### config.mk
export PLATFORM = sky130hd
export DESIGN_NAME = cordic_sincos_ctrl
export DESIGN_NICKNAME = d
export VERILOG_FILES = /design/src/rtl/cordic_sincos_ctrl.sv
export SDC_FILE = /design/constraint.sdc
export NUM_CORES = 1
export LEC_CHECK = 0
export ABC_AREA = 1
export CORE_MARGIN = 2
export CORE_UTILIZATION = 51
export DETAILED_ROUTE_END_ITERATION = 10
export GPL_TIMING_DRIVEN = 0
export PLACE_DENSITY = 0.81
export SLEW_MARGIN = 0
export SYNTH_ARGS = -nofsm -noshare
export SYNTH_HDL_FRONTEND = slang
export SYNTH_SLANG_ARGS = --single-unit
### constraint.sdc
create_clock -name clk -period 8.6 [get_ports clk]
set_clock_uncertainty 0.1 [all_clocks]
set_input_delay 0.86 -clock clk [delete_from_list [all_inputs] [get_ports clk]]
set_output_delay 0.86 -clock clk [all_outputs]
set_load 0.005 [all_outputs]
### src/rtl/cordic_sincos_ctrl.sv
// cordic_sincos_ctrl: sequences quadrant correction, CORDIC rotation and quadrant fix-up for one sin/cos job
module cordic_sincos_ctrl #(
  parameter int WIDTH   = 32,
  parameter int TIMEOUT = 64
) (
  input  logic             clk,
  input  logic             rst,
  input  logic             in_valid,
  output logic             in_ready,
  input  logic [WIDTH-1:0] in_z,
  output logic             corr_enable,
  output logic [WIDTH-1:0] corr_z,
  input  logic [WIDTH-1:0] corr_z_out,
  input  logic [2:0]       corr_quadrante,
  input  logic             corr_done,
  output logic             rot_start,
  output logic [WIDTH-1:0] rot_z,
  input  logic             rot_done,
  input  logic [WIDTH-1:0] rot_sin,
  input  logic [WIDTH-1:0] rot_cos,
  output logic             out_valid,
  input  logic             out_ready,
  output logic [WIDTH-1:0] out_sin,
  output logic [WIDTH-1:0] out_cos,
  output logic [2:0]       out_quad,
  output logic             err
);
  localparam int CW = $clog2(TIMEOUT + 1);
  localparam logic [CW-1:0] CNT_MAX = CW'(TIMEOUT - 1);
  localparam logic [WIDTH-1:0] MIN_V = {1'b1, {(WIDTH-1){1'b0}}};
  localparam logic [WIDTH-1:0] MAX_V = ~MIN_V;

  typedef enum logic [2:0] {IDLE, CORR_GO, CORR_WAIT, ROT_GO, ROT_WAIT, FIXUP, OUT} state_t;

  state_t state_q, state_d;
  logic [CW-1:0] cnt_q, cnt_d;
  logic [WIDTH-1:0] corr_z_q, corr_z_d, rot_z_q, rot_z_d;
  logic [WIDTH-1:0] s_q, s_d, c_q, c_d;
  logic [WIDTH-1:0] out_sin_q, out_sin_d, out_cos_q, out_cos_d;
  logic [2:0] quad_q, quad_d, out_quad_q, out_quad_d;
  logic err_q, err_d, to;

  // the most negative value has no positive twin, so it clamps to the maximum
  function automatic logic [WIDTH-1:0] neg_sat(input logic [WIDTH-1:0] x);
    return (x == MIN_V) ? MAX_V : -x;
  endfunction

  assign in_ready    = (state_q == IDLE);
  assign corr_enable = (state_q == CORR_GO);
  assign rot_start   = (state_q == ROT_GO);
  assign out_valid   = (state_q == OUT);
  assign corr_z      = corr_z_q;
  assign rot_z       = rot_z_q;
  assign out_sin     = out_sin_q;
  assign out_cos     = out_cos_q;
  assign out_quad    = out_quad_q;
  assign err         = err_q;

  // next-state and datapath capture; done inputs only matter in their own wait state
  always_comb begin
    state_d    = state_q;
    cnt_d      = cnt_q;
    corr_z_d   = corr_z_q;
    rot_z_d    = rot_z_q;
    s_d        = s_q;
    c_d        = c_q;
    quad_d     = quad_q;
    out_sin_d  = out_sin_q;
    out_cos_d  = out_cos_q;
    out_quad_d = out_quad_q;
    err_d      = err_q;
    to         = 1'b0;
    case (state_q)
      IDLE: if (in_valid) begin
        corr_z_d = in_z;
        state_d  = CORR_GO;
      end
      CORR_GO: begin
        cnt_d   = '0;
        state_d = CORR_WAIT;
      end
      CORR_WAIT: if (corr_done) begin
        rot_z_d = corr_z_out;
        quad_d  = corr_quadrante;
        state_d = ROT_GO;
      end else if (cnt_q == CNT_MAX) to = 1'b1;
      else cnt_d = cnt_q + 1'b1;
      ROT_GO: begin
        cnt_d   = '0;
        state_d = ROT_WAIT;
      end
      ROT_WAIT: if (rot_done) begin
        s_d     = rot_sin;
        c_d     = rot_cos;
        state_d = FIXUP;
      end else if (cnt_q == CNT_MAX) to = 1'b1;
      else cnt_d = cnt_q + 1'b1;
      FIXUP: begin
        out_sin_d  = (quad_q == 3'd1) ? c_q :
                     (quad_q == 3'd2 || quad_q == 3'd3) ? neg_sat(s_q) :
                     (quad_q == 3'd4) ? neg_sat(c_q) : s_q;
        out_cos_d  = (quad_q == 3'd1) ? neg_sat(s_q) :
                     (quad_q == 3'd2 || quad_q == 3'd3) ? neg_sat(c_q) :
                     (quad_q == 3'd4) ? s_q : c_q;
        out_quad_d = (quad_q > 3'd4) ? 3'd0 : quad_q;
        err_d      = (quad_q > 3'd4);
        state_d    = OUT;
      end
      OUT: if (out_ready) begin
        err_d   = 1'b0;
        state_d = IDLE;
      end
      default: state_d = IDLE;
    endcase
    if (to) begin
      out_sin_d  = '0;
      out_cos_d  = '0;
      out_quad_d = '0;
      err_d      = 1'b1;
      state_d    = OUT;
    end
  end

  // state and datapath registers, cleared asynchronously
  always_ff @(posedge clk or posedge rst) begin
    if (rst) begin
      state_q    <= IDLE;
      cnt_q      <= '0;
      corr_z_q   <= '0;
      rot_z_q    <= '0;
      s_q        <= '0;
      c_q        <= '0;
      quad_q     <= '0;
      out_sin_q  <= '0;
      out_cos_q  <= '0;
      out_quad_q <= '0;
      err_q      <= 1'b0;
    end else begin
      state_q    <= state_d;
      cnt_q      <= cnt_d;
      corr_z_q   <= corr_z_d;
      rot_z_q    <= rot_z_d;
      s_q        <= s_d;
      c_q        <= c_d;
      quad_q     <= quad_d;
      out_sin_q  <= out_sin_d;
      out_cos_q  <= out_cos_d;
      out_quad_q <= out_quad_d;
      err_q      <= err_d;
    end
  end
endmodule

== After elaboration in Yosys (flattened, before gate mapping) ==
Index checks and enable logic that the tools add are counted.
Operators by class
  reduce and logical (&&, ||, !) cells: 12
  eq/ne operators: 19
  add/sub/neg operators: 3
  muxes and demuxes: 32
  $lt $le $gt $ge: 1
Operators by type and width (number)
  2-to-1 mux 32 bit: 12
  equality test 32 bit (second input constant): 2
  negator 32 bit: 2
  2-to-1 mux 3 bit: 8
  2-to-1 mux 7 bit: 3
  one-hot mux 3 bit (7 select lines): 1
  one-hot mux 7 bit (3 select lines): 1
  equality test 3 x 2 -> 1 bit (second input constant): 4
  equality test 3 bit (second input constant): 4
  AND reduction 2 bit: 4
  adder 7 x 1 -> 7 bit (second input constant): 1
  equality test 7 x 6 -> 1 bit (second input constant): 1
  equality test 3 x 1 -> 1 bit (second input constant): 2
  inequality test 3 bit (second input constant): 2
  nonzero test 3 bit: 2
  2-to-1 mux 1 bit: 5
  inequality test 2 bit (second input constant): 2
  one-hot mux 1 bit (2 select lines): 2
  AND reduction 4 bit: 1
  greater-than comparator 3 bit (second input constant): 1
  zero test 3 bit: 1
  inequality test 3 x 1 -> 1 bit (second input constant): 1
  inequality test 3 x 2 -> 1 bit (second input constant): 1
  AND reduction 3 bit: 1
  3 further kinds: 3
Storage, ports and cells
  bits in registers: 209
  output and inout bits: 136
  input bits: 137
  logic and storage cells: 78

== Logic depth before layout (Yosys ltp) ==
Gate-level depths: netlist (run 1).
  depth in word-level cells: 7
  gate-level depth with buffers: 14

== Least setup slack after synthesis (run 1) ==
Ideal clock, no wire load.
  path kind: register -> register
  start point: register c_q[1]
  end point: register out_sin_q[2] (netlist: out_sin[2])
  path buffers: 2
  arrival time: 1763 ps
  setup time: 65 ps
  path slack: 6672 ps
  clock period less this slack: 1928 ps
  data required time: 8435 ps
  stages on the path, launching flop included: 15
  cells stage by stage: dfrtp_1 > inv_1 > ha_1 > nand3_4 > nor2_8 > nand2_4 > nor2_4 > buf_6 > buf_8 > nor2_1 > nand2_1 > nand4_1 > o21ai_0 > nand2_1 > nand2_1
Between the ends
  longest elaborated chain between the ends: 7
  elaborated cells on any way between the ends: 8
RTL lines
  from (decl): line 38  | logic [WIDTH-1:0] s_q, s_d, c_q, c_d;
  from (signal assigned): line 132  | c_q <= '0;
  from (signal assigned): line 144  | c_q <= c_d;
  negator 32 bit or equality test 32 bit (tied branches): line 45  | return (x == MIN_V) ? MAX_V : -x;
  2-to-1 mux 32 bit (*): line 45
  2-to-1 mux 32 bit (*): line 101  | (quad_q == 3'd4) ? neg_sat(c_q) : s_q;
  2-to-1 mux 32 bit (*): line 100  | (quad_q == 3'd2 || quad_q == 3'd3) ? neg_sat(s_q) :
  2-to-1 mux 32 bit (*): line 99  | out_sin_d = (quad_q == 3'd1) ? c_q :
  2-to-1 mux 32 bit (*): line 73  | case (state_q)
  2-to-1 mux 32 bit (*): line 115  | if (to) begin
  to (signal assigned): line 146  | out_sin_q <= out_sin_d;
  to (decl): line 39  | logic [WIDTH-1:0] out_sin_q, out_sin_d, out_cos_q, out_cos_d;
Mark *: on every way between the ends. The rest lies on a longest branch, timed or not. The select of a mux whose other input is x is not followed.
A chain may end at the register's enable or synchronous reset.

== Worst setup path in the final report (run 1) ==
  start point: register state_q[0]
  end point: output rot_start
Between the ends
  longest elaborated chain between the ends: 1
RTL lines
  from (decl): line 35  | state_t state_q, state_d;
  from (signal assigned): line 139  | state_q <= state_d;
  equality test 3 x 2 -> 1 bit: line 50  | assign rot_start = (state_q == ROT_GO);
  to (decl): line 16  | output logic rot_start,
No other way between the ends.

==> impl_results.md, run 1 <==
- Pint: 3.38 mW
- Most common cell after layout, fill and taps aside: nand2_1
- Die Wd: 157 um
- Residual DRC: 0
- Share of cells above drive strength 1: 9.41%
- IO Pins: 273
- Worst Path Max Fanout: 7
- CP Cell Sequence: inv_1 -> nor2_1 -> inv_1 -> nor2_1 -> clkdlybuf4s50_1
- Simple-gate share of the synthesized area: 29.7%
- Slowest stage delay, CP: 0.60 ns
- DP HPWL: 38800 um
- Core Box Area: 0.0233 mm^2
- Final hold violations: 0
- Combinational share of power: 50.2%
- P per Cell Area: 373 mW/mm^2
- Family with the most delay on the worst path: buffers and inverters
- Gr ovfl total: 0
- Area Growth Syn to Fin: 33.1%
- Most frequent cells in the layout: nand2_1 (437), clkdlybuf4s50_1 (272), nor2_1 (219), dfrtp_1 (209), a21oi_1 (112)
- CTS tree: done
- Max frequency: 305 MHz
- YS warnings: 0
- Critical path arrival: 2.31 ns
- Post-Synth Adder-Cell Area: 0.314%
- Antenna Diode Count: 0
- Largest family of logic cells by synthesized area: simple AND/OR/NAND/NOR gates
- Fin util: 68.4%
- #FFs+latches synth: 209
- Run status: finished clean
- Placed cell count: 2188
- R2r worst-path depth: 7
- Static Leak: 7.19 nW
- Vias in the first global route: 12800
- Worst VDD drop: 0.248 mV
- Detailed-route via count: 12800
- FP Rows: 56
- Slew HR: 25.9%
- Syn nets: 1736
- Switching pwr: 2.55 mW
- Final nets: 2035
- Synth unique cells: 38
- Syn Std Cell Area: 0.0120 mm^2
- Tcrit/Tclk final: 38.1%
- Crit path required time: 7.64 ns
- CTS Buffer Depth: 3
- Clock power frac: 17.5%
- WP depth: 5
- Hold path depth: 2
- Final Max Slew Viols: 0
- Crit path max-delay cell type: clkdlybuf4s50_1
- Top cell type's share of synthesized area: 43.8%
- Clock transition at path regs: 0.06 ns
- Slew at the pin closest to its max-slew limit: 1.11 ns
- Flop2flop setup slack: 5.56 ns
- Post-DRT Antenna Nets: 0
- Largest net degree at the start of global routing: 116
- RSZ-0062 raised after global routing: no
- Routability Congestion: 0.973
- Die outline area: 0.0247 mm^2
- Switching share of total power: 43.0%
- Final setup viols: 0
- CP Buf/Inv Count: 3
- Initial Util: 51.4%
- Die Span Y: 157 um
- Initial antenna violation count: 0
- Post-CTS Resized: 0
- Clk_lat worst skew: 0.55 ns
- DRT iter0 DRCs: 1570
- Synth Instances: 1596
- Pwr Total: 5.93 mW
- Vias per cell: 5.74
- Placed instance area: 0.0151 mm^2
- Postcts setup bufs: 0
- Sequential fraction of the synthesis area: 43.8%
- GRT Total Usage: 41.9%
- Root Driver: clkbuf_16
- Worst setup margin: 5.33 ns
- Mux share of post-synthesis cell area: 6.41%
- Wire per inst: 23.1 um
- Kind of critical path: reg -> out
- Largest area contributor in the netlist: dfrtp_1
- Dpl ws: 5.10 ns
- Worst hold path type: reg -> reg
- Area contributors post-synth: dfrtp_1 (44%), nand2_1 (14%), nor2_1 (6.9%)
- Port Buf Inserts: 272
- Seq pwr share: 32.3%
- Critical Path Start Type: register
- Synth Area in XOR/XNOR: 1.54%
- First-pass GRT wire length: 76600 um
- Setup TNS: 0 ns
- Synth Area in Compound Gates: 11.3%
- CTS Sinks: 209
- Final WL: 51600 um
- Layout Cells excl Fill: 2231
- CTS Buf Count: 24
- Fin area: 0.0159 mm^2
- Crit. End Element: output pin
- Post-CTS Hold Fix Bufs: 0
- Max-Cap Viols: 0
- H-tree depth: 1
- Hold WS: 0.379 ns
- Syn avg cell area: 7.49 um^2
- Drt first pass iters: 9
- Final min period: 3.27 ns
-- power groups by stage --
stage | clock (mW) | sequential, mW | combinational, mW
floorplan | 0 | 1.80 | 1.50
global placement | 0 | 1.86 | 2.81
detailed placement | 0 | 1.88 | 2.87
CTS | 1.04 | 1.89 | 2.92
global route | 1.08 | 1.96 | 3.21
finish | 1.03 | 1.92 | 2.98
-- logic make-up (layout without fill, tap and decap cells) --
logic type	Yosys count	in the layout
adder cells (fa/ha/maj)	3	3
multiplexers	68	68
AND/OR/NAND/NOR	845	845
flip-flops	209	209
buffers and inverters	196	512
XOR/XNOR	21	21
AO/OA/AOI/OAI	254	254
-- worst min-delay path: stages, from the launching register on --
cell,delay [ns]
dfrtp_1,0.34
nand2_1,0.06
nand2_1,0.05
-- sequential cells by signal, indices dropped and copies added, names as in the netlist --
name      cells
out_cos      32
corr_z       32
quad_q        3
s_q          32
out_sin      32
cnt_q         7
state_q       3
err           1
c_q          32
out_quad      3
rot_z        32
-- cell usage after synthesis --
master	n
buf_8	1
nand2_4	1
ha_1	3
o22ai_1	1
nand2_2	1
nor3_1	8
o311a_1	1
inv_2	13
buf_2	26
mux2_2	68
xor2_1	19
nand3_4	1
o211ai_1	17
xnor2_1	2
o21bai_1	4
dfrtp_1	209
a21o_1	1
nand3_1	110
nor2_8	1
nand4_1	47
buf_6	8
inv_1	105
o211ai_2	1
o21a_1	1
o21ai_0	90
a221oi_1	1
nor2_4	3
or2_2	1
nand3b_1	1
clkbuf_1	41
nor2_1	219
a21oi_1	112
buf_1	2
nor3_2	1
nor2_2	14
o21ai_1	24
nand2_1	437
o31ai_1	1
-- per-layer routing --
layer | vias to the layer above | GRT usage [%] | wire length (um)
li1 | 5828 | - | -
met1 | 5978 | 52.2 | 19400
met2 | 823 | 66.9 | 23300
met3 | 166 | 11.4 | 5650
met4 | 0 | 21.6 | 3210
met5 | - | 0 | 0
-- cell type report --
cell class                 count  area [um^2]
buffer                        78          397
clock buffer                  35          702
clock inverter                 8         95.1
fill                        1941         7360
inverter                     118          450
multi-input combinational   1191         5880
sequential                   209         5230
tap                          319          399
timing repair buffer         273         2750
-- worst paths after layout --
path / start / end
worst max-delay path: state_q[0]$_DFFE_PP0P_ / rot_start
worst min-delay path: out_cos[22]$_DFFE_PP0P_ / out_cos[22]$_DFFE_PP0P_
worst max register to register: state_q[1]$_DFFE_PP0P_ / c_q[30]$_DFFE_PP0P_
worst min register to register: out_cos[22]$_DFFE_PP0P_ / out_cos[22]$_DFFE_PP0P_
max in group asynchronous: rst / out_sin[15]$_DFFE_PP0P_
min in group asynchronous: rst / rot_z[5]$_DFFE_PP0P_
(Power assumes the default switching activity.)
==> run 2: changes to the inputs <==
CORE_UTILIZATION = 46   (was 51)
PLACE_DENSITY = 0.77   (was 0.81)
clock period = 2.85 ns   (was 8.6 ns; I/O delays follow)
==> run 2 against run 1 <==
  * First-iteration DRC count increased by 5.5%
  * Clock power increased to 3.2 times the previous value
  * Core utilization decreased by 5.0 points
  * Cell count increased by 0.85%
  * Via count decreased by 0.59%
  * Sequential share of layout area decreased by 0.31 points
  * Critical path depth increased by 6
  * Wire length increased by 0.91%
  * Critical path type is now reg -> reg
==> impl_results.md, run 2 (same netlist as run 1, synthesis figures left out) <==
- Run status: finished clean
- GRT Total Usage: 37.8% (-4.1 points)
- Post-DRT Antenna Nets: 0 (unchanged)
- Critical path arrival: 3.10 ns (+0.79 ns)
- Seq pwr share: 32.0% (-0.3 points)
- DP HPWL: 39900 um (+2.8%)
- Max frequency: 361 MHz
- Clock transition at path regs: 0.07 ns (about the same)
- Worst hold path type: in -> reg
- Crit path max-delay cell type: dfrtp_1
- Fin util: 63.4% (-5.0 points)
- Detailed-route via count: 12700 (-0.59%)
- Most frequent cells in the layout: nand2_1 (437), clkdlybuf4s50_1 (272), nor2_1 (218), dfrtp_1 (209), a21oi_1 (112)
- Clock power frac: 18.3% (+0.8 points)
- P per Cell Area: 1120 mW/mm^2 (+200%)
- Final setup viols: 0 (unchanged)
- Share of cells above drive strength 1: 9.70% (+0.28 points)
- Crit. End Element: register
- Worst VDD drop: 0.771 mV (+210%)
- Pint: 10.4 mW (+210%)
- Slew at the pin closest to its max-slew limit: 0.854 ns (-0.257 ns)
- Switching pwr: 7.69 mW (+200%)
- Slowest stage delay, CP: 0.39 ns (-0.21 ns)
- Critical Path Start Type: register
- CP Cell Sequence: inv_1 -> ha_1 -> nand3_1 -> nor2_2 -> nand2_1 -> o21ai_1 -> nand4_1 -> nand3_1 -> nand2_1 -> nand2_1 -> nand2_1
- Gr ovfl total: 0 (unchanged)
- Die outline area: 0.0273 mm^2 (+11%)
- First-pass GRT wire length: 75900 um (-0.86%)
- CTS Sinks: 209 (unchanged)
- Switching share of total power: 42.6% (-0.41 points)
- Vias in the first global route: 12600 (-2.1%)
- Combinational share of power: 49.7% (-0.5 points)
- Wire per inst: 23.2 um (about the same)
- H-tree depth: 1 (unchanged)
- Postcts setup bufs: 0 (unchanged)
- RSZ-0062 raised after global routing: yes
- Area used by multi-input combinational logic: 0.00589 mm^2 (+0.13%)
- Pwr Total: 18.1 mW (+200%)
- CTS tree: done
- FP Rows: 58 (+3.6%)
- Final nets: 2040 (+0.25%)
- Final min period: 2.77 ns
- Worst Path Max Fanout: 5 (-2)
- Port Buf Inserts: 272 (unchanged)
- Placed cell count: 2203 (+0.69%)
- Static Leak: 7.25 nW (+0.82%)
- Tcrit/Tclk final: 97.3%
- Final Max Slew Viols: 0 (unchanged)
- Drt first pass iters: 6 (-3)
- Sequential standard cell area: 0.00523 mm^2 (unchanged)
- Fillers: 2231 (+15%)
- Residual DRC: 0 (unchanged)
- IO Pins: 273 (unchanged)
- CP dominant cell by count: nand2_1
- Die Span Y: 165 um (+5.2%)
- Vias per cell: 5.65 (-1.4%)
- Die Wd: 165 um (+5.2%)
- Area Growth Syn to Fin: 34.4%
- Initial Util: 47.2% (-4.2 points)
- Crit path required time: 3.17 ns (-4.47 ns)
- Largest net degree at the start of global routing: 44 (-62%)
- Layout Cells excl Fill: 2250 (+0.85%)
- Clk_lat worst skew: 0.56 ns (about the same)
- Setup TNS: 0 ns (unchanged)
- Root Driver: clkbuf_16
- Routability Congestion: 0.990 (+1.7%)
- CTS Buf Count: 24 (unchanged)
- Slew HR: 43.1% (+17 points)
- DRT iter0 DRCs: 1656 (+5.5%)
- Kind of critical path: reg -> reg
- Initial antenna violation count: 2 (+2)
- Final hold violations: 0 (unchanged)
- Final WL: 52100 um (+0.91%)
- Core Box Area: 0.0253 mm^2 (+8.9%)
- Max-Cap Viols: 0 (unchanged)
- Most common cell after layout, fill and taps aside: nand2_1
- CTS Buffer Depth: 3 (unchanged)
run 2: cell count changes in the layout (fill, tap and decap cells not counted), sizes merged:
cell / previous run / this run
bufinv: 1 / 3
diode: 0 / 2
inv: 118 / 117
buf: 38 / 42
dlygate4sd3: 0 / 1
run 2: final timing paths:
check | from | end | slack, ns | cells past startpoint
setup / recovery | s_q[0]$_DFFE_PP0P_ | out_sin[22]$_DFFE_PP0P_ | 0.08 | 11
hold / removal | rot_sin[21] | s_q[21]$_DFFE_PP0P_ | 0.21 | 3
setup reg to reg | s_q[0]$_DFFE_PP0P_ | out_sin[22]$_DFFE_PP0P_ | 0.08 | 11
hold reg to reg | out_sin[20]$_DFFE_PP0P_ | out_sin[20]$_DFFE_PP0P_ | 0.38 | 2
max in group asynchronous | rst | out_sin[15]$_DFFE_PP0P_ | 0.95 | 6
min in group asynchronous | rst | rot_z[13]$_DFFE_PP0P_ | 0.56 | 3
run 2: area by class of cell:
| class | count | share of cell area [%] |
|---|---|---|
| multi-input combinational | 1191 | 36.7 |
| inverter | 118 | 2.78 |
| tap | 330 | 2.57 |
| buffer | 78 | 2.48 |
| timing repair buffer | 278 | 17.6 |
| antenna | 2 | 0.0312 |
| clock inverter | 9 | 0.943 |
| sequential | 209 | 32.6 |
| clock buffer | 35 | 4.31 |
run 2: worst max-delay path: cells and delay by family, from the launching register on:
| family | cells | cell delay [ns] |
|---|---|---|
| buffers and inverters | 1 | 0.19 |
| adders and majority gates | 1 | 0.33 |
| AOI/OAI and AO/OA | 1 | 0.20 |
| DFF | 1 | 0.39 |
| and+or+nand+nor | 8 | 1.43 |
run 2: power groups by stage:
stage | Clock [mW] | Sequential (mW) | Combinational [mW]
2_1_floorplan | 0 | 5.44 | 4.51
3_3_place_gp | 0 | 5.65 | 8.57
3_5_place_dp | 0 | 5.68 | 8.71
4_1_cts | 3.33 | 5.71 | 8.81
5_1_grt | 3.45 | 5.90 | 9.70
6_report | 3.31 | 5.77 | 8.98
run 2: metal layers:
metal / vias up / wire (um) / global-route usage [%]
met5: - / 0 / 0
met3: 128 / 5490 / 9.32
met4: 0 / 2450 / 16.6
met2: 734 / 23500 / 59.7
met1: 6036 / 20700 / 49.4
li1: 5822 / - / -
run 2: timing repair:
action / in CTS / in global routing
hold buffers: 1 / 0
hold endpoints to repair: 16 / 0
resized for setup: 1 / 4
endpoints found under the setup margin: 2 / 10
run 2: metrics by stage:
stage	setup slack (ns)	hold slack, ns	area, um^2
after global routing	-0.0160	0.243	16100
after floorplan	-0.249	0.335	12000
final	0.0767	0.214	16100
after detailed placement	-0.0576	0.366	15200
after global placement	-1.91	0.363	15100
after CTS	0.0759	0.197	16000
==> run 3: changes to the inputs <==
ABC_CLOCK_PERIOD_IN_PS = 2850   (was not set)
==> results of run 3 <==
No change in the layout: final DEF, timing and power equal those of run 2.
